[config.mk]
export PLATFORM = sky130hd
export DESIGN_NAME = board_update_ctrl
export DESIGN_NICKNAME = d
export VERILOG_FILES = /design/src/rtl/vga_ctrl_pkg.sv /design/src/rtl/tile_diff.sv /design/src/rtl/board_update_ctrl.sv
export SDC_FILE = /design/constraint.sdc
export NUM_CORES = 1
export LEC_CHECK = 0
export BUFFER_PORTS_ARGS = -buffer_cell sky130_fd_sc_hd__buf_2
export CAP_MARGIN = 20
export CORE_MARGIN = 1.5
export CORE_UTILIZATION = 30
export DETAILED_ROUTE_END_ITERATION = 10
export PLACE_DENSITY_LB_ADDON = 0.05
export SYNTH_ARGS = -nofsm -noshare
export SYNTH_HDL_FRONTEND = slang
export SYNTH_SLANG_ARGS = --single-unit
[constraint.sdc]
create_clock -name dclk -period 2.5 [get_ports dclk]
set_input_delay 0.25 -clock dclk [delete_from_list [all_inputs] [get_ports dclk]]
set_output_delay 0.25 -clock dclk [all_outputs]
set_load 0.005 [all_outputs]
[src/rtl/vga_ctrl_pkg.sv]
// Shared constants and FSM encoding for the board update path.
// Timing values describe the 800x521 frame of the VGA generator.
package vga_ctrl_pkg;

    localparam int NUM_WIDTH = 4;
    localparam int HPIXELS   = 800;
    localparam int VLINES    = 521;
    localparam int VBP       = 31;
    localparam int VFP       = 511;

    typedef enum logic [1:0] {
        IDLE,
        PENDING,
        COMMIT
    } board_fsm_e;

endpackage

[src/rtl/tile_diff.sv]
// Per-tile inequality of two 16-tile boards.
// Bit i of diff is set when tile i differs between a and b.
module tile_diff #(
    parameter int NUM_WIDTH = vga_ctrl_pkg::NUM_WIDTH
) (
    input  logic [0:NUM_WIDTH*16-1] a,
    input  logic [0:NUM_WIDTH*16-1] b,
    output logic [0:15]             diff
);

    // Compare every tile slot independently.
    always_comb begin
        diff = '0;
        for (int i = 0; i < 16; i++) begin
            diff[i] = a[i*NUM_WIDTH +: NUM_WIDTH] != b[i*NUM_WIDTH +: NUM_WIDTH];
        end
    end

endmodule

[src/rtl/board_update_ctrl.sv]
// Frame-synchronous board update controller: accepts a board, commits at blanking.
// Optional changed-tile highlight is built when BOARD_HIGHLIGHT_EN is defined.
module board_update_ctrl #(
    parameter int NUM_WIDTH = vga_ctrl_pkg::NUM_WIDTH,
    parameter int HPIXELS   = vga_ctrl_pkg::HPIXELS,
    parameter int VFP       = vga_ctrl_pkg::VFP,
    parameter int HL_FRAMES = 8
) (
    input  logic                    dclk,
    input  logic                    clr,
    input  logic [9:0]              hc,
    input  logic [9:0]              vc,
    input  logic                    upd_valid,
    input  logic [0:NUM_WIDTH*16-1] upd_state,
    output logic                    upd_ready,
    output logic [0:NUM_WIDTH*16-1] disp_state,
    output logic                    commit_pulse,
    output logic [7:0]              frame_cnt,
    output logic [0:15]             highlight_mask
);
    import vga_ctrl_pkg::*;

    // An inconsistent timing setup never produces a blanking strobe.
    localparam bit CFG_OK = (VFP > VBP) && (VFP < VLINES) &&
                            (HPIXELS > 0) && (HL_FRAMES > 0);

    board_fsm_e state;
    board_fsm_e state_nx;

    logic                    blank_start;
    logic                    xfer;
    logic                    do_commit;
    logic [0:NUM_WIDTH*16-1] shadow;

    assign blank_start = CFG_OK && (vc == 10'(VFP)) && (hc == 10'd0);

    // State register.
    always_ff @(posedge dclk) begin
        if (clr) state <= IDLE;
        else     state <= state_nx;
    end

    // Next-state: accept in IDLE, wait for blanking, single commit cycle.
    always_comb begin
        state_nx = state;
        case (state)
            IDLE:    if (xfer)        state_nx = PENDING;
            PENDING: if (blank_start) state_nx = COMMIT;
            COMMIT:                   state_nx = IDLE;
            default:                  state_nx = IDLE;
        endcase
    end

    // Handshake and commit strobes decoded from the current state.
    always_comb begin
        upd_ready = (state == IDLE) && !clr;
        xfer      = upd_valid && upd_ready;
        do_commit = (state == PENDING) && blank_start;
    end

    // Shadow capture, display commit and frame counting.
    always_ff @(posedge dclk) begin
        if (clr) begin
            shadow       <= '0;
            disp_state   <= '0;
            commit_pulse <= 1'b0;
            frame_cnt    <= 8'd0;
        end else begin
            commit_pulse <= do_commit;
            if (xfer)        shadow     <= upd_state;
            if (do_commit)   disp_state <= shadow;
            if (blank_start) frame_cnt  <= frame_cnt + 8'd1;
        end
    end

`ifdef BOARD_HIGHLIGHT_EN
    localparam int HLW = $clog2(HL_FRAMES + 1);

    logic [0:15]    diff;
    logic [0:15]    hl_mask;
    logic [HLW-1:0] hl_cnt;

    tile_diff #(
        .NUM_WIDTH(NUM_WIDTH)
    ) u_diff (
        .a   (shadow),
        .b   (disp_state),
        .diff(diff)
    );

    // Capture changed tiles on commit and age them out over blanking strobes.
    always_ff @(posedge dclk) begin
        if (clr) begin
            hl_mask <= '0;
            hl_cnt  <= '0;
        end else if (do_commit) begin
            hl_mask <= diff;
            hl_cnt  <= HLW'(HL_FRAMES);
        end else if (blank_start && hl_cnt != '0) begin
            hl_cnt <= hl_cnt - HLW'(1);
            if (hl_cnt == HLW'(1)) hl_mask <= '0;
        end
    end

    assign highlight_mask = hl_mask;
`else
    assign highlight_mask = '0;
`endif

endmodule

==> flow_metrics.tcl, run 1 <==
set metrics [dict create \
    cap_violations 0 \
    h-tree-depth 4 \
    grtUsageMet1 0.224 \
    status "complete, no violations" \
    cts-resized-gates 0 \
    wl_mm 16.5 \
    place.gp.congestion 0.749 \
    root_buffer "clkbuf_16" \
    synth_compound_area_frac 0.197 \
    met2_usage 0.301 \
    first_iter_violations 254 \
    grt_max_degree 139 \
    cts_tree "done" \
    fillCellCount 1841 \
    p_per_area_nw_per_um2 708 \
    hold_path.class "input port to register" \
    endpoint "disp_state[44]" \
    io_buffers 160 \
    synth-seq-area-share 0.522 \
    drive_gt1_frac 0.260 \
    syn_avg_cell_area_sq_um 8.09 \
    grt.overflow.total 0 \
    critical_path.startpoint_type "input port" \
    reg2reg_from "state[1]" \
    post_cts_buffers 0 \
    grt_pass1_wl_mm 25.7 \
    via_per_inst 5.00 \
    peakVddDrop_mv 0.454 \
    clkLatencyLatePin_ns 0.42 \
    fin_setup_tns_ns 0 \
    die_area_sq_um 18600 \
    synth_top_cell_by_area "dfxtp_1" \
    finalSetupViolCount 0 \
    die_height_um 136 \
    ant_nets 0 \
    antennaDiodeCount 0 \
    rsz0062_at_grt "false" \
    synthToLayoutAreaGrowth_pct 27.5 \
    clk_pin_slew_ns 0.06 \
    critPathKind "input port to register" \
    worst_slew_pin_slew_ns 0.751 \
    timing.fmax_mhz 490 \
    dp_hpwl_mm 9.73 \
    grt_pass1_vias 4813 \
    netlist_area_sq_um 5330 \
    core_area_sq_um 17400 \
    cp_max_fo 48 \
    crit_start "hc[0]" \
    fin_crit_ns 2.04 \
    layout.cells.non_filler 1020 \
    hold_violations 0 \
    end_kind "register" \
    arrival_ns 2.30 \
    synth_fa_ha_area_frac 0.00235 \
    hold_buffers 0 \
    place_inst 992 \
    die_w_um 136 \
    first_pass_iters 4 \
    vias 5097 \
    wl_per_cell_um 16.2 \
    synth_cell_types 25 \
    antenna_found_initial 0 \
    relSlewSlack 0.499 \
    met3_usage 0.0462 \
    clock_skew_ns 0.00422 \
    p_leak_nw 2.67 \
    initial_core_util 0.307 \
    drc 0 \
    numCtsBuffers 17 \
    synth-warning-count 0 \
    num_rows 48 \
    synth_top_family_by_area "simple AND/OR/NAND/NOR gates" \
    grt-busiest-layer "met2" \
    io-pin-count 177 \
    synthSimpleGateAreaFrac 0.204 \
    reg2regPathDepth 5 \
    synthXorXnorAreaFrac 0 \
    final_nets 874 \
    clockBufferDepth 2 \
    worstPathRequired_ns 2.76 \
    r2r-end "shadow[23]" \
    synth_area_leaders "dfxtp_1 (52%), a21oi_1 (13%), nand2_1 (9.1%)" \
    grt_usage 0.179 \
    clock_sinks 139 \
    syn_inst 659 \
    slew_viol_final 0 \
    synth_top_area_share 0.522 \
    synth_seq_cells 139 \
    finalCritPeriodShare 0.816 \
    synthMuxAreaShare 0.00211 \
    ff2ff_setup_slack_ns 0.77 \
]
cell families (layout without fill, tap and decap cells):
| kind of cell | count (synthesis) | after routing |
|---|---|---|
| AO/OA/AOI/OAI | 207 | 207 |
| adder cells (fa/ha/maj) | 1 | 1 |
| buffers and inverters | 83 | 204 |
| flip-flops | 139 | 139 |
| multiplexers | 1 | 1 |
| other | 1 | 16 |
| AND/OR/NAND/NOR | 227 | 227 |
Yosys cell counts, drive strengths merged:
master	instances
ha	1
o31ai	5
and2	2
inv	1
o21ai	67
or4	7
clkbuf	61
nor2b	2
a21oi	135
mux2	1
nand2b	1
nor3	5
nand2	130
conb	1
nand4	65
or3	2
nor4b	1
and3	2
nand3	7
nor2	2
dfxtp	139
buf	21
and4	1
worst max-delay path, stage by stage:
cell and delay (ns):
buf_2 0.11, or4_1 0.61, or3_2 0.64, buf_4 0.34, o21ai_0 0.24, a21oi_1 0.09
through the flow:
stage / util / instance area (sq um) / total power [mW] / worst slack, ns / hold slack [ns]
after floorplan: - / 5390 / 2.51 / 0.394 / 0.386
after global placement: 0.362 / 6290 / 2.64 / 0.0698 / 0.442
final: 0.392 / 6800 / 4.81 / 0.459 / 0.0659
after CTS: 0.392 / 6800 / 4.88 / 0.474 / 0.0495
after detailed placement: 0.362 / 6290 / 2.64 / 0.0309 / 0.447
after global routing: 0.392 / 6800 / 5.01 / 0.381 / 0.0563
worst min-delay path by stage:
| stage | start | endpoint | slack [ns] | cells past startpoint |
|---|---|---|---|---|
| CTS | upd_state[42] | shadow[42] | 0.05 | 3 |
| detailed placement | shadow[61] | shadow[61] | 0.45 | 2 |
| global placement | shadow[63] | shadow[63] | 0.44 | 2 |
| floorplan | upd_state[0] | shadow[0] | 0.39 | 2 |
| global route | upd_state[52] | shadow[52] | 0.06 | 3 |
| finish | upd_state[21] | shadow[21] | 0.07 | 3 |
area by class of cell:
cell class	instances	area (sq um)	share of cell area
Tap cell	225	282	0.0414
Clock buffer	25	495	0.0728
Sequential cell	139	2780	0.409
Clock inverter	3	15.0	0.00221
Inverter	1	3.75	0.000552
Multi-Input combinational cell	452	2240	0.330
Timing Repair Buffer	175	978	0.144
report_power, final:
group          internal, mW  switching, mW
combinational         0.107          0.193
clock                  1.34          0.877
sequential             2.27         0.0241
total                  3.72           1.09
cell usage in the layout, fill, tap and decap left out:
master       n
a21oi_1    135
and2_2       2
and3_1       2
and4_1       1
buf_12       5
buf_2      159
buf_4       11
clkbuf_1     4
clkbuf_16   17
clkbuf_8     4
clkinv_2     3
conb_1      16
dfxtp_1    139
ha_1         1
inv_1        1
mux2_2       1
nand2_1    129
nand2_2      1
nand2b_1     1
nand3_1      6
nand3_2      1
nand4_1     65
nor2_1       2
nor2b_1      1
nor2b_4      1
nor3_1       4
nor3_2       1
nor4b_1      1
o21ai_0     67
o31ai_1      5
or3_1        1
or3_2        1
or4_1        7
flip-flops by register name, summed over array words and instances, names as in the netlist:
signal,count
state,2
commit_pulse,1
shadow,64
frame_cnt,8
disp_state,64
routing by layer:
layer | part of all wire | vias to the layer above
li1 | - | 2546
met1 | 0.45 | 2410
met2 | 0.49 | 126
met3 | 0.055 | 15
met4 | 0.012 | 0
met5 | 0 | -
No activity file was read; power rests on OpenSTA's default activity.
==> run 2: changes to the inputs <==
==> constraint.sdc (replaced) <==
create_clock -name dclk -period 2.1 [get_ports dclk]
set_input_delay 0.21 -clock dclk [delete_from_list [all_inputs] [get_ports dclk]]
set_output_delay 0.21 -clock dclk [all_outputs]
set_load 0.005 [all_outputs]
==> flow_metrics.tcl, run 2 (same netlist as run 1, synthesis figures left out) <==
set metrics [dict create \
    status "complete, no violations" \
    cts_tree "done" \
    hold_path_depth 3 \
    worst_slew_pin_slew_ns 0.662 \
    cp_max_fo 38 \
    layout_common_cells "buf_2 (159), dfxtp_1 (139), a21oi_1 (135), nand2_1 (129), o21ai_0 (67)" \
    fin_crit_ns 1.90 \
    first_pass_iters 8 \
    first_iter_violations 232 \
    critPathKind "input port to register" \
    clk_pin_slew_ns 0.06 \
    ant_nets 0 \
    grt.overflow.total 0 \
    hold_buffers 0 \
    worstPathRequired_ns 2.38 \
    grt_pass1_wl_mm 26.7 \
    clock_skew_ns 0.00636 \
    multi_input_area_sq_um 2240 \
    antenna_found_initial 0 \
    hold_violations 0 \
    reg.largest.list "disp_state x64, shadow x64, frame_cnt x8" \
    arrival_ns 2.18 \
    drc 0 \
    die_height_um 136 \
    reg2reg_from "frame_cnt[1]" \
    cap_violations 0 \
    ff2ff_setup_slack_ns 0.61 \
    peakVddDrop_mv 0.524 \
    root_buffer "clkbuf_16" \
    grt_pass1_vias 5047 \
    via_per_inst 5.03 \
    wl_per_cell_um 16.5 \
    core_area_sq_um 17400 \
    h-tree-depth 4 \
    place.gp.congestion 0.749 \
    io-pin-count 177 \
    min_to "shadow[41]" \
    final_nets 883 \
    numCtsBuffers 17 \
    hold_path.class "input port to register" \
    drive_gt1_frac 0.277 \
    initial_core_util 0.307 \
    antennaDiodeCount 0 \
    end_kind "register" \
    timing.fmax_mhz 525 \
    min_from "upd_state[41]" \
    p_per_area_nw_per_um2 889 \
    relSlewSlack 0.559 \
    dp_hpwl_mm 10.4 \
    io_buffers 160 \
    fillCellCount 1817 \
    clockBufferDepth 2 \
    num_rows 48 \
    grt_max_degree 139 \
    critical_path.startpoint_type "input port" \
    register_area_sq_um 2780 \
    p_leak_nw 2.76 \
    wl_mm 17.1 \
    r2r-end "frame_cnt[2]" \
    reg2regPathDepth 4 \
    grt_usage 0.187 \
    crit_start "hc[0]" \
    layout_setup_ws_ns 0.196 \
    place_inst 1001 \
    clkLatencyLatePin_ns 0.42 \
    utilization 0.404 \
    cts-resized-gates 0 \
    slew_viol_final 0 \
    finalCritPeriodShare 0.907 \
    dp_slack_ns -0.257 \
    clock_sinks 139 \
    die_w_um 136 \
    rsz0062_at_grt "false" \
    synthToLayoutAreaGrowth_pct 31.3 \
    final_common_cell "buf_2" \
    die_area_sq_um 18600 \
    finalSetupViolCount 0 \
    post_cts_buffers 0 \
    layout.cells.non_filler 1033 \
    vias 5191 \
]
run 2: area by class of cell:
cell class,instances,area share
flip-flops and latches,139,0.397
multi-input cells,452,0.320
repair buffers,184,0.153
clock buffers,21,0.0686
well taps,225,0.0402
clock inverters,11,0.0202
inverters,1,0.000536
run 2: worst max-delay path: stages:
cell and delay (ns):
buf_2 0.10, or4_1 0.59, or3_2 0.64, buf_4 0.32
o21ai_0 0.23, a21oi_1 0.09
run 2: per-stage QoR:
stage	TNS [ns]	power (mW)	hold slack [ns]	instance area, sq um
global route	0	6.48	0.00987	7010
floorplan	0	2.99	0.346	5390
CTS	0	6.31	0.00257	7010
global placement	-11.65	3.15	0.442	6380
detailed placement	-14.11	3.16	0.447	6380
finish	0	6.23	0.0237	7010
run 2: where the power goes:
part           switching, mW  leakage (nW)  internal (mW)
logic                  0.233          1.33          0.136
registers             0.0290          1.13           2.70
clock network           1.14         0.301           1.99
total                   1.41          2.76           4.82
run 2: worst max-delay path by stage:
stage / endpoint / slack (ns)
2_1_floorplan: frame_cnt[5] / 0.03
3_3_place_gp: disp_state[61] / -0.21
3_5_place_dp: disp_state[25] / -0.26
4_1_cts: disp_state[25] / 0.20
5_1_grt: disp_state[21] / 0.08
6_report: disp_state[25] / 0.20
run 2: metal layers:
metal / wire length [um] / GRT usage
met1: 7500 / 0.229
met2: 8450 / 0.324
met3: 913 / 0.0436
met4: 203 / 0.0579
met5: 0 / 0
==> run 3: changes to the inputs <==
--- a/config.mk
+++ b/config.mk
@@ -5,8 +5,11 @@
 export SDC_FILE = /design/constraint.sdc
 export NUM_CORES = 1
 export LEC_CHECK = 0
+export ABC_AREA = 1
 export BUFFER_PORTS_ARGS = -buffer_cell sky130_fd_sc_hd__buf_2
 export CAP_MARGIN = 20
+export CELL_PAD_IN_SITES_DETAIL_PLACEMENT = 0
+export CELL_PAD_IN_SITES_GLOBAL_PLACEMENT = 1
 export CORE_MARGIN = 1.5
 export CORE_UTILIZATION = 30
 export DETAILED_ROUTE_END_ITERATION = 10
==> flow_metrics.tcl, run 3 <==
set metrics [dict create \
    status "complete, no violations" \
    synth_seq_cells 139 \
    cap_violations 0 \
    reg.largest.list "disp_state x64, shadow x64, frame_cnt x8" \
    async_reset_ff_frac 0 \
    grt_pass1_wl_mm 24.4 \
    rsz0062_at_grt "false" \
    clock_sinks 139 \
    grt_pass1_vias 4795 \
    critPathMaxStageDelay_ns 0.40 \
    slew_viol_final 0 \
    layout_setup_ws_ns 0.342 \
    vias 5140 \
    via_per_inst 4.46 \
    die_w_um 141 \
    place.gp.congestion 0.763 \
    dp_hpwl_mm 10.3 \
    timing.fmax_mhz 569 \
    io_buffers 160 \
    finalSetupViolCount 0 \
    drive_gt1_frac 0.243 \
    final_common_cell "buf_2" \
    synth_top_area_share 0.485 \
    cts_tree "done" \
    initial_core_util 0.307 \
    final_nets 990 \
    synth_common_cells "nor2_1 (152), dfxtp_1 (139), nand2_1 (93)" \
    first_iter_violations 231 \
    p_leak_nw 3.18 \
    worst_slew_pin_slew_ns 0.598 \
    io-pin-count 177 \
    syn_avg_cell_area_sq_um 7.48 \
    netlist_area_sq_um 5740 \
    dpl-instance-area_sq_um 6650 \
    path_cells "nor3_2 -> nand2_4 -> buf_4 -> o21ai_0 -> a21oi_1" \
    synthToLayoutAreaGrowth_pct 25.8 \
    synth_top_cell_by_area "dfxtp_1" \
    antenna_found_initial 6 \
    final_area_sq_um 7220 \
    numCtsBuffers 17 \
    end_kind "register" \
    cp_max_fo 72 \
    syn_inst 767 \
    synth-warning-count 0 \
    synth_cell_types 28 \
    fin_setup_tns_ns 0 \
    critPathSlowestCell "buf_4" \
    worstPathRequired_ns 2.38 \
    critical_path.startpoint_type "register" \
    dp_slack_ns 0.342 \
    finalCritPeriodShare 0.837 \
    synth-seq-area-share 0.485 \
    first_pass_iters 5 \
    core_area_sq_um 18700 \
    utilization 0.386 \
    h-tree-depth 4 \
    arrival_ns 2.04 \
    hold_path.class "input port to register" \
    cts-resized-gates 0 \
    grt_usage 0.156 \
    root_buffer "clkbuf_16" \
    die_area_sq_um 20000 \
    p_per_area_nw_per_um2 834 \
    synth_area_leaders "dfxtp_1 (49%), nor2_1 (9.9%), nand4_1 (7.0%)" \
    clock_skew_ns 0.00664 \
    num_rows 50 \
    clockBufferDepth 2 \
    fin_crit_ns 1.76 \
    peakVddDrop_mv 0.547 \
    ys.flop_type "dfxtp_1" \
    clkLatencyLatePin_ns 0.42 \
    grt_max_degree 73 \
    yosysMostFrequentCell "nor2_1" \
    clk_pin_slew_ns 0.06 \
    ant_nets 0 \
    hold_buffers 0 \
    hold_violations 0 \
    layout_common_cells "buf_2 (160), nor2_1 (151), dfxtp_1 (139), nand2_1 (92), inv_1 (76)" \
    grt.overflow.total 0 \
    synth-edff-count 0 \
    drc 0 \
    wl_per_cell_um 13.2 \
    relSlewSlack 0.602 \
    wl_mm 15.2 \
    totalPowerFinal_mw 6.02 \
    post_cts_buffers 0 \
    critPathKind "register to register" \
    die_height_um 141 \
]
## run 3: cell types whose count changed in the layout (fill, tap and decap cells not counted), sizes merged, moves of 7 or more
cell   previous run  this run
buf             184       172
inv               1        81
a21oi           135        68
nor2              2       160
or4               7         0
nand2           130        95
## run 3: cells by family after synthesis
group	Yosys count	synth area share
AO/OA/AOI/OAI	140	0.122
XOR/XNOR	2	0.00305
adder cells (fa/ha/maj)	1	0.00218
buffers and inverters	152	0.125
flip-flops	139	0.485
other	1	0.000654
AND/OR/NAND/NOR	332	0.262
## run 3: final cells by class
class	instances	area (sq um)
fillers	2003	11500
repair buffers	172	966
multi-input cells	491	2310
inverters	81	305
diodes	5	12.5
clock buffers	20	457
clock inverters	11	96.3
well taps	234	293
flip-flops and latches	139	2780
## run 3: report_power, final
| group | internal (mW) | switching [mW] | total [mW] | leakage [nW] |
|---|---|---|---|---|
| Combinational | 0.162 | 0.302 | 0.464 | 1.79 |
| Sequential | 2.73 | 0.0214 | 2.75 | 1.13 |
| Clock | 1.68 | 1.13 | 2.81 | 0.260 |
| Total | 4.57 | 1.45 | 6.02 | 3.18 |
## run 3: worst max-delay path: cells and delay by family (launching register included)
family / cells / cell delay [ns]
AO/OA/AOI/OAI: 2 / 0.31
buffers and inverters: 1 / 0.40
flip-flops: 1 / 0.34
AND/OR/NAND/NOR: 2 / 0.56
## run 3: final timing paths
check | start | to | slack, ns | cells past startpoint
worst min-delay path | upd_state[20] | shadow[20] | 0.07 | 3
worst max-delay path | state[1] | shadow[3] | 0.34 | 5
worst min register to register | shadow[1] | shadow[1] | 0.45 | 2
worst max register to register | state[1] | shadow[3] | 0.34 | 5
## run 3: per-layer routing
layer	routed length (um)	GRT usage	vias up
li1	-	-	2724
met1	7360	0.205	2262
met2	6650	0.238	143
met3	1130	0.0574	9
met4	98	0.0493	2
met5	13	0	-
## run 3: through the flow
stage | instances | hold slack, ns
final | 1153 | 0.0707
after CTS | 1148 | 0.0493
after global routing | 1150 | 0.0606
after floorplan | 782 | 0.386
after detailed placement | 1117 | 0.445
after global placement | 1117 | 0.438
